## src/rtl/lru_replacement_client_pkg.sv

```systemverilog
// replacement_client_pkg: request opcodes and FSM states shared by the LRU replacement client.
package replacement_client_pkg;
    typedef enum logic [1:0] {
        OP_HIT        = 2'd0,
        OP_MISS       = 2'd1,
        OP_INVALIDATE = 2'd2,
        OP_NONE       = 2'd3
    } replacement_op_t;

    typedef enum logic [2:0] {
        IDLE,
        UPDATE,
        VICTIM,
        FILL_REQ,
        FILL_WAIT,
        COMMIT
    } replacement_client_state_t;
endpackage

```

## src/rtl/lru_replacement_client_if.sv

```systemverilog
// ReplacementAlgorithmInterface: link between a replacement client and the set-associative LRU.
interface ReplacementAlgorithmInterface #(parameter int NUMBER_OF_CACHE_LINES = 4);
    localparam int COUNTER_WIDTH = $clog2(NUMBER_OF_CACHE_LINES);
    logic                     accessEnable;
    logic                     invalidateEnable;
    logic [COUNTER_WIDTH-1:0] lastAccessedCacheLine;
    logic [COUNTER_WIDTH-1:0] replacementCacheLine;
    modport master (output accessEnable, invalidateEnable, lastAccessedCacheLine, input replacementCacheLine);
    modport slave (input accessEnable, invalidateEnable, lastAccessedCacheLine, output replacementCacheLine);
endinterface

```

## src/rtl/lru_replacement_client_saturating_counter.sv

```systemverilog
// saturating_counter: up-counter that sticks at its all-ones maximum.
module saturating_counter #(
    parameter int WIDTH = 16
) (
    input  logic             clock,
    input  logic             reset,
    input  logic             increment,
    output logic [WIDTH-1:0] value
);
    always_ff @(posedge clock or posedge reset)
        if (reset) value <= '0;
        else if (increment && !(&value)) value <= value + 1'b1;
endmodule

```

## src/rtl/lru_replacement_client.sv

```systemverilog
// lru_replacement_client: sequences hit/miss/invalidate requests into LRU pulses and a victim fill handshake.
module lru_replacement_client
    import replacement_client_pkg::*;
#(
    parameter int INDEX_WIDTH           = 6,
    parameter int NUMBER_OF_CACHE_LINES = 4,
    parameter int MISS_COUNT_WIDTH      = 16,
    localparam int COUNTER_WIDTH        = $clog2(NUMBER_OF_CACHE_LINES)
) (
    input  logic                        clock,
    input  logic                        reset,
    ReplacementAlgorithmInterface.master replacementAlgorithmInterface,
    output logic [INDEX_WIDTH-1:0]      indexOut,
    input  logic                        reqValid,
    output logic                        reqReady,
    input  replacement_op_t             reqOp,
    input  logic [INDEX_WIDTH-1:0]      reqIndex,
    input  logic [COUNTER_WIDTH-1:0]    reqLine,
    output logic                        fillValid,
    input  logic                        fillReady,
    output logic [INDEX_WIDTH-1:0]      fillIndex,
    output logic [COUNTER_WIDTH-1:0]    fillLine,
    input  logic                        fillDone,
    output logic                        busy,
    output logic [MISS_COUNT_WIDTH-1:0] missCount
);
    replacement_client_state_t state, nextState;
    logic [COUNTER_WIDTH-1:0] victimReg;
    logic [COUNTER_WIDTH-1:0] nextLine;
    logic nextAccess, nextInvalidate, accept;

    assign accept    = reqValid && reqReady;
    assign reqReady  = state == IDLE;
    assign busy      = !reqReady;
    assign fillValid = state == FILL_REQ;
    assign fillIndex = indexOut;
    assign fillLine  = victimReg;

    // Pulses are registered from the next-state decode so the LRU sees glitch-free enables.
    always_ff @(posedge clock or posedge reset)
        if (reset) begin
            state                                       <= IDLE;
            replacementAlgorithmInterface.accessEnable     <= 1'b0;
            replacementAlgorithmInterface.invalidateEnable <= 1'b0;
            replacementAlgorithmInterface.lastAccessedCacheLine <= '0;
        end else begin
            state                                       <= nextState;
            replacementAlgorithmInterface.accessEnable     <= nextAccess;
            replacementAlgorithmInterface.invalidateEnable <= nextInvalidate;
            replacementAlgorithmInterface.lastAccessedCacheLine <= nextLine;
        end

    always_comb begin
        nextState = state;
        case (state)
            IDLE:      if (accept) nextState = reqOp == OP_MISS ? VICTIM : reqOp == OP_NONE ? IDLE : UPDATE;
            VICTIM:    nextState = FILL_REQ;
            FILL_REQ:  if (fillReady) nextState = FILL_WAIT;
            FILL_WAIT: if (fillDone) nextState = COMMIT;
            default:   nextState = IDLE;
        endcase
    end

    // UPDATE is only ever entered from IDLE, so reqOp/reqLine are the accepted request's fields.
    always_comb begin
        nextAccess     = (nextState == UPDATE && reqOp == OP_HIT) || nextState == COMMIT;
        nextInvalidate = nextState == UPDATE && reqOp == OP_INVALIDATE;
        nextLine       = nextState == UPDATE ? reqLine :
                         nextState == COMMIT ? victimReg :
                         replacementAlgorithmInterface.lastAccessedCacheLine;
    end

    always_ff @(posedge clock or posedge reset)
        if (reset) begin
            indexOut  <= '0;
            victimReg <= '0;
        end else begin
            if (accept) indexOut <= reqIndex;
            if (state == VICTIM) victimReg <= replacementAlgorithmInterface.replacementCacheLine;
        end

    saturating_counter #(.WIDTH(MISS_COUNT_WIDTH)) missCounter (
        .clock     (clock),
        .reset     (reset),
        .increment (accept && reqOp == OP_MISS),
        .value     (missCount)
    );
endmodule

```

## src/flat_wrapper.sv

```systemverilog
// flat-port wrapper written by rule: the top's interface ports become plain ports
module lru_replacement_client_flat import replacement_client_pkg::*;
#(
    parameter int INDEX_WIDTH           = 6,
    parameter int NUMBER_OF_CACHE_LINES = 4,
    parameter int MISS_COUNT_WIDTH      = 16,
    localparam int COUNTER_WIDTH        = $clog2(NUMBER_OF_CACHE_LINES)
)
  (clock, reset, indexOut, reqValid, reqReady, reqOp, reqIndex, reqLine, fillValid, fillReady, fillIndex, fillLine, fillDone, busy, missCount, replacementAlgorithmInterface_accessEnable, replacementAlgorithmInterface_invalidateEnable, replacementAlgorithmInterface_lastAccessedCacheLine, replacementAlgorithmInterface_replacementCacheLine);
  ReplacementAlgorithmInterface #(.NUMBER_OF_CACHE_LINES(NUMBER_OF_CACHE_LINES)) replacementAlgorithmInterface_i ();
  input  logic clock;
  input  logic reset;
  output logic [INDEX_WIDTH-1:0] indexOut;
  input  logic reqValid;
  output logic reqReady;
  input  replacement_op_t reqOp;
  input  logic [INDEX_WIDTH-1:0] reqIndex;
  input  logic [COUNTER_WIDTH-1:0] reqLine;
  output logic fillValid;
  input  logic fillReady;
  output logic [INDEX_WIDTH-1:0] fillIndex;
  output logic [COUNTER_WIDTH-1:0] fillLine;
  input  logic fillDone;
  output logic busy;
  output logic [MISS_COUNT_WIDTH-1:0] missCount;
  output wire logic [$bits(replacementAlgorithmInterface_i.accessEnable)-1:0] replacementAlgorithmInterface_accessEnable;
  output wire logic [$bits(replacementAlgorithmInterface_i.invalidateEnable)-1:0] replacementAlgorithmInterface_invalidateEnable;
  output wire logic [$bits(replacementAlgorithmInterface_i.lastAccessedCacheLine)-1:0] replacementAlgorithmInterface_lastAccessedCacheLine;
  input wire logic [$bits(replacementAlgorithmInterface_i.replacementCacheLine)-1:0] replacementAlgorithmInterface_replacementCacheLine;
  assign replacementAlgorithmInterface_accessEnable = replacementAlgorithmInterface_i.accessEnable;
  assign replacementAlgorithmInterface_invalidateEnable = replacementAlgorithmInterface_i.invalidateEnable;
  assign replacementAlgorithmInterface_lastAccessedCacheLine = replacementAlgorithmInterface_i.lastAccessedCacheLine;
  assign replacementAlgorithmInterface_i.replacementCacheLine = replacementAlgorithmInterface_replacementCacheLine;
  lru_replacement_client #(.INDEX_WIDTH(INDEX_WIDTH), .NUMBER_OF_CACHE_LINES(NUMBER_OF_CACHE_LINES), .MISS_COUNT_WIDTH(MISS_COUNT_WIDTH)) u_core (.clock(clock), .reset(reset), .replacementAlgorithmInterface(replacementAlgorithmInterface_i), .indexOut(indexOut), .reqValid(reqValid), .reqReady(reqReady), .reqOp(reqOp), .reqIndex(reqIndex), .reqLine(reqLine), .fillValid(fillValid), .fillReady(fillReady), .fillIndex(fillIndex), .fillLine(fillLine), .fillDone(fillDone), .busy(busy), .missCount(missCount));
endmodule
```

## config.mk

```make
export PLATFORM = sky130hd
export DESIGN_NAME = lru_replacement_client_flat
export DESIGN_NICKNAME = d
export VERILOG_FILES = /design/src/rtl/lru_replacement_client_pkg.sv /design/src/rtl/lru_replacement_client_if.sv /design/src/rtl/lru_replacement_client_saturating_counter.sv /design/src/rtl/lru_replacement_client.sv /design/src/flat_wrapper.sv
export SDC_FILE = /design/constraint.sdc
export NUM_CORES = 1
export LEC_CHECK = 0
export ABC_AREA = 1
export ABC_CLOCK_PERIOD_IN_PS = 2900
export CAP_MARGIN = 20
export CORE_MARGIN = 5
export CORE_UTILIZATION = 50
export DETAILED_ROUTE_END_ITERATION = 12
export PLACE_DENSITY = 0.85
export SLEW_MARGIN = 20
export SYNTH_ARGS = -nofsm -noshare
export SYNTH_HDL_FRONTEND = slang
export SYNTH_SLANG_ARGS = --single-unit
```

## constraint.sdc

```tcl
create_clock -name clock -period 2.9 [get_ports clock]
set_input_delay 0.87 -clock clock [delete_from_list [all_inputs] [get_ports clock]]
set_output_delay 0.87 -clock clock [all_outputs]
set_load 0.02 [all_outputs]
```

==> implementation parameters, run 1 <==
Parameter                              Value

Run status
  Run status    complete, no violations

Critical path
  Worst Setup Path Type    flip-flop to output pin
  Count of buffer and inverter cells on the critical path    2
  Setup crit start kind    flip-flop
  CP max-delay cell    sky130_fd_sc_hd__clkdlybuf4s50_1
  Chain of cells forming the critical path    nor2_4 > nand2_1 > inv_2 > clkdlybuf4s50_1
  Worst stage delay on the critical path    590 ps
  Endpoint required time on the critical path    2030 ps
  Delay-heaviest family, CP    buffers and inverters
  Worst-path fanout max    6
  Worst endpoint data arrival time    1760 ps
  Category of the worst setup path capture point    output pin

Power and ir drop
  Total power    0.00175 W
  Power density cells    754 mW/mm2
  Highest ir drop seen on vdd    0.425 mV
  Leakage Power    ~1.1 nW

STA
  Worst clock skew on the final layout    between 10 and 15 ps
  Upper clock frequency limit    around 0.38 GHz
  Setup tns final    0 ps
  Final count of hold timing violations    0
  Slew headroom    74.5%
  Minimum setup slack in the final design    ~270 ps
  Unrepaired setup endpoints after global routing    false
  Pins over their slew limit    0
  Final count of negative-setup-slack endpoints    0
  Min Tclk post-route    2630 ps
  Final critical-path share of the clock period    90.6%
  Worst-Margin Slew    around 380 ps

Synthesis
  Number of synthesized register bits    31
  Adder-cell area share of the yosys netlist    less than 1%
  Xor/xnor share of the synthesized area    3.53%
  Synth area leader    sky130_fd_sc_hd__dfrtp_1
  Dominant register cell in the synthesized netlist    sky130_fd_sc_hd__dfrtp_1
  Post-Syn Area    0.00174 mm2
  Number of flops mapped to enable cells by yosys    0
  Synthesized area divided by synthesized cell count    8.01 um2
  Area share of the largest cell type after synthesis    44.6%
  Count of different cell masters after synthesis    25
  Combinational family with the most area after synthesis    simple AND/OR/NAND/NOR gates
  Share of cell area taken by muxes after synthesis    4.53%
  Top-count cell post-synth    sky130_fd_sc_hd__nand2_1
  Post-Synthesis Net Count    approximately 240
  Post-Synthesis Cells    217
  Synthesis warning total    0
  Synth cell count leaders    90 x sky130_fd_sc_hd__nand2_1, 31 x sky130_fd_sc_hd__dfrtp_1, 19 x sky130_fd_sc_hd__inv_1
  Fraction of the mapped netlist area in simple logic gates    35.3%
  Share of synthesized registers carrying an async set or reset    100%
  Ranking of synthesized cells by area    sky130_fd_sc_hd__dfrtp_1 45%, sky130_fd_sc_hd__nand2_1 19%, sky130_fd_sc_hd__mux2_2 4.5%
  Share of the synthesized area in compound gates (AO/OA/AOI/OAI)    2.88%
  Sequential cell area fraction in the yosys report    44.6%

Floorplanning
  Die Width    just under 70 um
  Count of pins on the block boundary    54
  Die span in y    69.0 um
  Standard cell core area    0.00336 mm2
  Initial core utilization    between 50 and 60%
  Total die area    0.00476 mm2
  Cell row count    21

Detailed routing
  Wire length reported by the detailed router    roughly 3900 um
  Drt first pass iters    4
  Number of remaining DRC errors    0
  Detailed Route Iter0 Violations    88
  Detailed-route vias per instance    4.88
  Antenna Violating Nets Remaining    0
  Via count of the routed design    1541
  Routed wire length per instance    ~12 um

Cells and area
  Fraction of layout instances using a drive strength above 1    ~11%
  Count of fill cells added during filler insertion    a little over 300
  Count of nets after finishing    288
  Signed area change from the synthesized netlist to the final layout    33.8%
  Number of antenna diodes    0

Clocking
  Post-cts hold buffer count    0
  Post-CTS setup-driven buffer insertion count    0
  CTS clock-pin slew for the worst setup and hold paths    approximately 100 ps
  H-tree depth    2
  Number of cells upsized or downsized after cts    0
  Maximum root-to-sink buffer count    2
  Clk sink count    31
  Buffer type at the clock tree root    sky130_fd_sc_hd__clkbuf_4
  Insertion delay of the later-clocked pin in the worst-skew pair    340 ps
  Num CTS Buffers    5
  Clock tree from TritonCTS    yes

Global routing
  Via count of the first global-routing pass    1506
  Antenna violations before repair    0
  GRT Overall Usage    a little under a fifth
  GRT Residual Overflow    0
  Global-route wire length before repair    around 6600 um
  Largest net degree at the start of global routing    32

Placed design
  Detailed-placement wirelength estimate    3020 um
  Final RePlAce weighted congestion    0.834
  Pre-CTS setup slack    611 ps
  Total of buffers placed on input and output ports    53

Hold path
  Classification of the worst-slack hold path    flip-flop to flip-flop

Flow run
  Max-cap violation count    0
[worst min-delay path, cell delays in order (launching register included)]
cell	delay (ps)
sky130_fd_sc_hd__dfrtp_1	360
sky130_fd_sc_hd__nand2_1	60
sky130_fd_sc_hd__nand3_1	50
[layout by cell type, fill, tap and decap left out]
cell / instances
sky130_fd_sc_hd__buf_4: 1
sky130_fd_sc_hd__nand4_1: 6
sky130_fd_sc_hd__clkdlybuf4s50_1: 53
sky130_fd_sc_hd__nand2_1: 90
sky130_fd_sc_hd__xnor2_1: 5
sky130_fd_sc_hd__clkbuf_8: 1
sky130_fd_sc_hd__nand4_2: 1
sky130_fd_sc_hd__o21ai_0: 6
sky130_fd_sc_hd__a21oi_1: 1
sky130_fd_sc_hd__nand2_4: 2
sky130_fd_sc_hd__clkbuf_4: 5
sky130_fd_sc_hd__nand2_2: 1
sky130_fd_sc_hd__nand3_4: 1
sky130_fd_sc_hd__xor2_1: 2
sky130_fd_sc_hd__dfrtp_1: 31
sky130_fd_sc_hd__nand3_1: 7
sky130_fd_sc_hd__nor3_2: 1
sky130_fd_sc_hd__clkinv_2: 1
sky130_fd_sc_hd__mux2_2: 7
sky130_fd_sc_hd__nor2_8: 1
sky130_fd_sc_hd__o31ai_1: 1
sky130_fd_sc_hd__ha_1: 1
sky130_fd_sc_hd__o211ai_1: 1
sky130_fd_sc_hd__nor2_4: 4
sky130_fd_sc_hd__inv_1: 19
sky130_fd_sc_hd__nor2_2: 1
sky130_fd_sc_hd__inv_2: 3
sky130_fd_sc_hd__nor2_1: 17
[registers in the layout, summed over array words and instances (netlist names)]
register	flops
u_core.fillIndex	6
u_core.fillLine	2
u_core.missCounter.value	16
u_core.replacementAlgorithmInterface.accessEnable	1
u_core.replacementAlgorithmInterface.invalidateEnable	1
u_core.replacementAlgorithmInterface.lastAccessedCacheLine	2
u_core.state	3
[power by group]
| part | internal (W) | switching, W | total (W) |
|---|---|---|---|
| clock | 0.000112 | 0.000142 | 0.000254 |
| combinational | 0.000410 | 0.000451 | 0.000860 |
| sequential | 0.000543 | 0.0000964 | 0.000640 |
[cell families (layout without fill, tap and decap cells)]
| logic type | Yosys count | count (layout) |
|---|---|---|
| buf+inv | 30 | 83 |
| mux | 7 | 7 |
| fa+ha+maj | 1 | 1 |
| xor+xnor | 7 | 7 |
| flops | 31 | 31 |
| compound gates | 9 | 9 |
| simple gates | 132 | 132 |
[layout make-up]
class	instances	area, um2	area share [%]
timing repair buffer	54	538	23.1
tap	46	57.6	2.47
inverter	22	82.6	3.55
clock inverter	1	5.00	0.215
clock buffer	6	51.3	2.20
multi-input combinational	156	817	35.1
sequential	31	776	33.3
[final timing paths]
path / start / endpoint / slack [ps] / cells after the start
max in group asynchronous: reset / u_core.missCounter.value[1]$_DFFE_PP0P_ / 1710 / 3
max reg2reg: u_core.missCounter.value[0]$_DFFE_PP0P_ / u_core.missCounter.value[2]$_DFFE_PP0P_ / 1220 / 8
min: flip-flop / flip-flop / 500 / 2
min in group asynchronous: reset / u_core.missCounter.value[8]$_DFFE_PP0P_ / 900 / 3
min reg2reg: flip-flop / flip-flop / 500 / 2
max: u_core.state[0]$_DFF_PP0_ / reqReady / 270 / 4
[per-layer routing]
metal	vias to the layer above	global-route usage, %	wire [um]
met4	0	7.06	48
li1	774	-	-
met5	-	0	0
met2	52	31.9	1810
met3	8	7.29	396
met1	707	21.1	1650
[through the flow]
| step | instances | util, % | cell area [um2] | hold WS [ps] |
|---|---|---|---|---|
| global route | 316 | 69.2 | 2330 | 537 |
| finish | 316 | 69.2 | 2330 | 501 |
| detailed placement | 309 | 67.5 | 2270 | 477 |
| floorplan | 217 | - | 1740 | 517 |
| global placement | 309 | 67.5 | 2270 | 466 |
| CTS | 316 | 69.2 | 2330 | 500 |
No activity file was read; power rests on OpenSTA's default activity.
==> run 2, diff against run 1 <==
==> constraint.sdc (replaced) <==
create_clock -name clock -period 2.9 [get_ports clock]
set_input_delay 0.87 -clock clock [delete_from_list [all_inputs] [get_ports clock]]
set_output_delay 0.87 -clock clock [all_outputs]
set_load 0.05 [all_outputs]
==> run 2 against run 1 <==
Power is 23% higher. Sequential share of layout area is 0.21 points lower. Worst setup slack worse by 130 ps. Critical path type unchanged. Clock power is 11% higher.
==> implementation parameters, run 2 (synthesis gave the netlist of run 1 again) <==
Parameter                              Value

Floorplanning
  Total die area    0.00476 mm2 (unchanged)
  Standard cell core area    0.00336 mm2 (unchanged)
  Cell row count    21 (unchanged)
  Initial core utilization    51.7% (unchanged)
  Die Width    69.0 um (unchanged)
  Count of pins on the block boundary    54 (unchanged)
  Die span in y    69.0 um (unchanged)

STA
  Min Tclk post-route    2760 ps (was 2630 ps)
  Pins over their slew limit    0 (unchanged)
  Unrepaired setup endpoints after global routing    false (unchanged)
  Final count of hold timing violations    0 (unchanged)
  Upper clock frequency limit    0.362 GHz (was 0.381 GHz)
  Smallest hold slack    489 ps (was 501 ps)
  Final count of negative-setup-slack endpoints    0 (unchanged)
  Setup tns final    0 ps (unchanged)
  Final critical-path share of the clock period    95.2% (was 90.6%)
  Minimum setup slack in the final design    139 ps (was 273 ps)
  Worst-Margin Slew    536 ps (was 383 ps)
  Worst clock skew on the final layout    9.99 ps (was 13.1 ps)
  Slew headroom    64.2% (was 74.5%)

Power and ir drop
  Leakage Power    1.11 nW (was 1.09 nW)
  Highest ir drop seen on vdd    0.523 mV (was 0.425 mV)
  Power density cells    918 mW/mm2 (was 754 mW/mm2)

Critical path
  Endpoint required time on the critical path    2030 ps (about the same)
  Category of the worst setup path capture point    output pin (unchanged)
  Worst-path fanout max    5 (was 6)
  Setup crit start kind    flip-flop (unchanged)
  Worst endpoint data arrival time    1890 ps (was 1760 ps)
  Worst Setup Path Type    flip-flop to output pin (unchanged)

Cells and area
  Fraction of layout instances using a drive strength above 1    11.1% (about the same)
  Most frequent standard cell in the layout excluding fill and tap cells    sky130_fd_sc_hd__nand2_1 (unchanged)
  Signed area change from the synthesized netlist to the final layout    34.7% (was 33.8%)
  Fin area    0.00234 mm2 (was 0.00233 mm2)
  Number of antenna diodes    0 (unchanged)
  Most frequent cells in the layout    90 x sky130_fd_sc_hd__nand2_1, 52 x sky130_fd_sc_hd__clkdlybuf4s50_1, 31 x sky130_fd_sc_hd__dfrtp_1 (was 90 x sky130_fd_sc_hd__nand2_1, 53 x sky130_fd_sc_hd__clkdlybuf4s50_1, 31 x sky130_fd_sc_hd__dfrtp_1)
  Count of nets after finishing    288 (unchanged)
  Count of fill cells added during filler insertion    302 (was 303)
  Register containing the most flip-flops in the final layout    u_core.missCounter.value (unchanged)
  Max reg flops    16 (unchanged)

Global routing
  Top Usage Layer GRT    met2 (unchanged)
  Antenna violations before repair    0 (unchanged)
  GRT Residual Overflow    0 (unchanged)
  Met1 track demand over resource in global routing    21.0% (was 21.1%)
  Global-route wire length before repair    6480 um (was 6580 um)
  Largest net degree at the start of global routing    32 (unchanged)
  Via count of the first global-routing pass    1501 (was 1506)
  GR Layer Usage met3    6.32% (was 7.29%)
  Global routing usage on met2    32.4% (was 31.9%)
  GRT Overall Usage    18.6% (was 18.8%)

Hold path
  Classification of the worst-slack hold path    flip-flop to flip-flop (unchanged)

Detailed routing
  Via count of the routed design    1552 (was 1541)
  Routed wire length per instance    12.4 um (about the same)
  Wire length reported by the detailed router    3940 um (was 3910 um)
  Detailed Route Iter0 Violations    57 (was 88)
  Drt first pass iters    4 (unchanged)
  Detailed-route vias per instance    4.90 (was 4.88)
  Antenna Violating Nets Remaining    0 (unchanged)
  Number of remaining DRC errors    0 (unchanged)

Clocking
  H-tree depth    2 (unchanged)
  Clk sink count    31 (unchanged)
  Maximum root-to-sink buffer count    2 (unchanged)
  Clock tree from TritonCTS    yes (unchanged)
  Num CTS Buffers    5 (unchanged)
  CTS clock-pin slew for the worst setup and hold paths    90 ps (was 100 ps)
  Insertion delay of the later-clocked pin in the worst-skew pair    320 ps (was 340 ps)
  Buffer type at the clock tree root    sky130_fd_sc_hd__clkbuf_4 (unchanged)
  Post-CTS setup-driven buffer insertion count    0 (unchanged)

Run status
  Run status    complete, no violations (unchanged)

Placed design
  Pre-CTS setup slack    458 ps (was 611 ps)
  Detailed-placement wirelength estimate    3010 um (was 3020 um)
  Final RePlAce weighted congestion    0.831 (was 0.834)
  Total of buffers placed on input and output ports    53 (unchanged)
  Cell area after placement    0.00227 mm2 (unchanged)

Flow run
  Max-cap violation count    0 (unchanged)
run 2: changes by cell type in the layout (fill, tap and decap cells not counted), sizes merged:
cell / change
clkinv: -1
dlymetal6s2s: +1
clkdlybuf4s50: -1
clkbuf: +2
run 2: layer usage:
metal / part of all wire (%) / vias to the layer above
met5: 0 / -
met4: 1.3 / 0
met3: 10 / 5
met2: 48 / 61
met1: 41 / 708
li1: - / 778
run 2: power by group:
part / leakage [nW] / switching [W] / internal, W
registers: 0.404 / 0.0000953 / 0.000543
logic: 0.662 / 0.000824 / 0.000405
clock network: 0.0386 / 0.000141 / 0.000143
run 2: timing repair:
action,in CTS,in global routing
hold buffers,0,0
resized for setup,0,1
endpoints found under the setup margin,0,1
run 2: final cells by class:
| class | count | area [um2] | area share, % |
|---|---|---|---|
| sequential | 31 | 776 | 33.1 |
| clock buffer | 8 | 68.8 | 2.94 |
| multi-input combinational | 156 | 817 | 34.9 |
| tap | 46 | 57.6 | 2.46 |
| timing repair buffer | 54 | 541 | 23.1 |
| inverter | 22 | 82.6 | 3.53 |
run 2: through the flow:
| step | total power, W | cells | util, % |
|---|---|---|---|
| global route | 0.00227 | 317 | 69.6 |
| detailed placement | 0.00189 | 309 | 67.5 |
| floorplan | 0.00153 | 217 | - |
| finish | 0.00215 | 317 | 69.6 |
| global placement | 0.00185 | 309 | 67.5 |
| CTS | 0.00217 | 317 | 69.6 |
run 2: critical path, cell delays in order (launching register included):
cell and delay, ps:
sky130_fd_sc_hd__dfrtp_1 430, sky130_fd_sc_hd__nor2_1 190, sky130_fd_sc_hd__nand2_1 100, sky130_fd_sc_hd__inv_1 60
sky130_fd_sc_hd__clkdlybuf4s50_1 790
run 2: worst paths after layout:
| path | startpoint | end | slack [ps] | depth (start not counted) |
|---|---|---|---|---|
| worst min register to register | flip-flop | flip-flop | 490 | 2 |
| min in group asynchronous | reset | u_core.state[0]$_DFF_PP0_ | 910 | 3 |
| max in group asynchronous | reset | u_core.fillIndex[2]$_DFFE_PP0N_ | 1700 | 3 |
| worst min-delay path | flip-flop | flip-flop | 490 | 2 |
| worst max register to register | u_core.missCounter.value[0]$_DFFE_PP0P_ | u_core.missCounter.value[2]$_DFFE_PP0P_ | 1240 | 8 |
| worst max-delay path | u_core.state[2]$_DFF_PP0_ | fillValid | 140 | 4 |
==> run 3, diff against run 2 <==
--- a/config.mk
+++ b/config.mk
@@ -11,6 +11,7 @@
 export CORE_MARGIN = 5
 export CORE_UTILIZATION = 50
 export DETAILED_ROUTE_END_ITERATION = 12
+export GPL_ROUTABILITY_DRIVEN = 0
 export PLACE_DENSITY = 0.85
 export SLEW_MARGIN = 20
 export SYNTH_ARGS = -nofsm -noshare
==> results of run 3 <==
The final DEF is identical to that of run 2; final timing and power are the same.
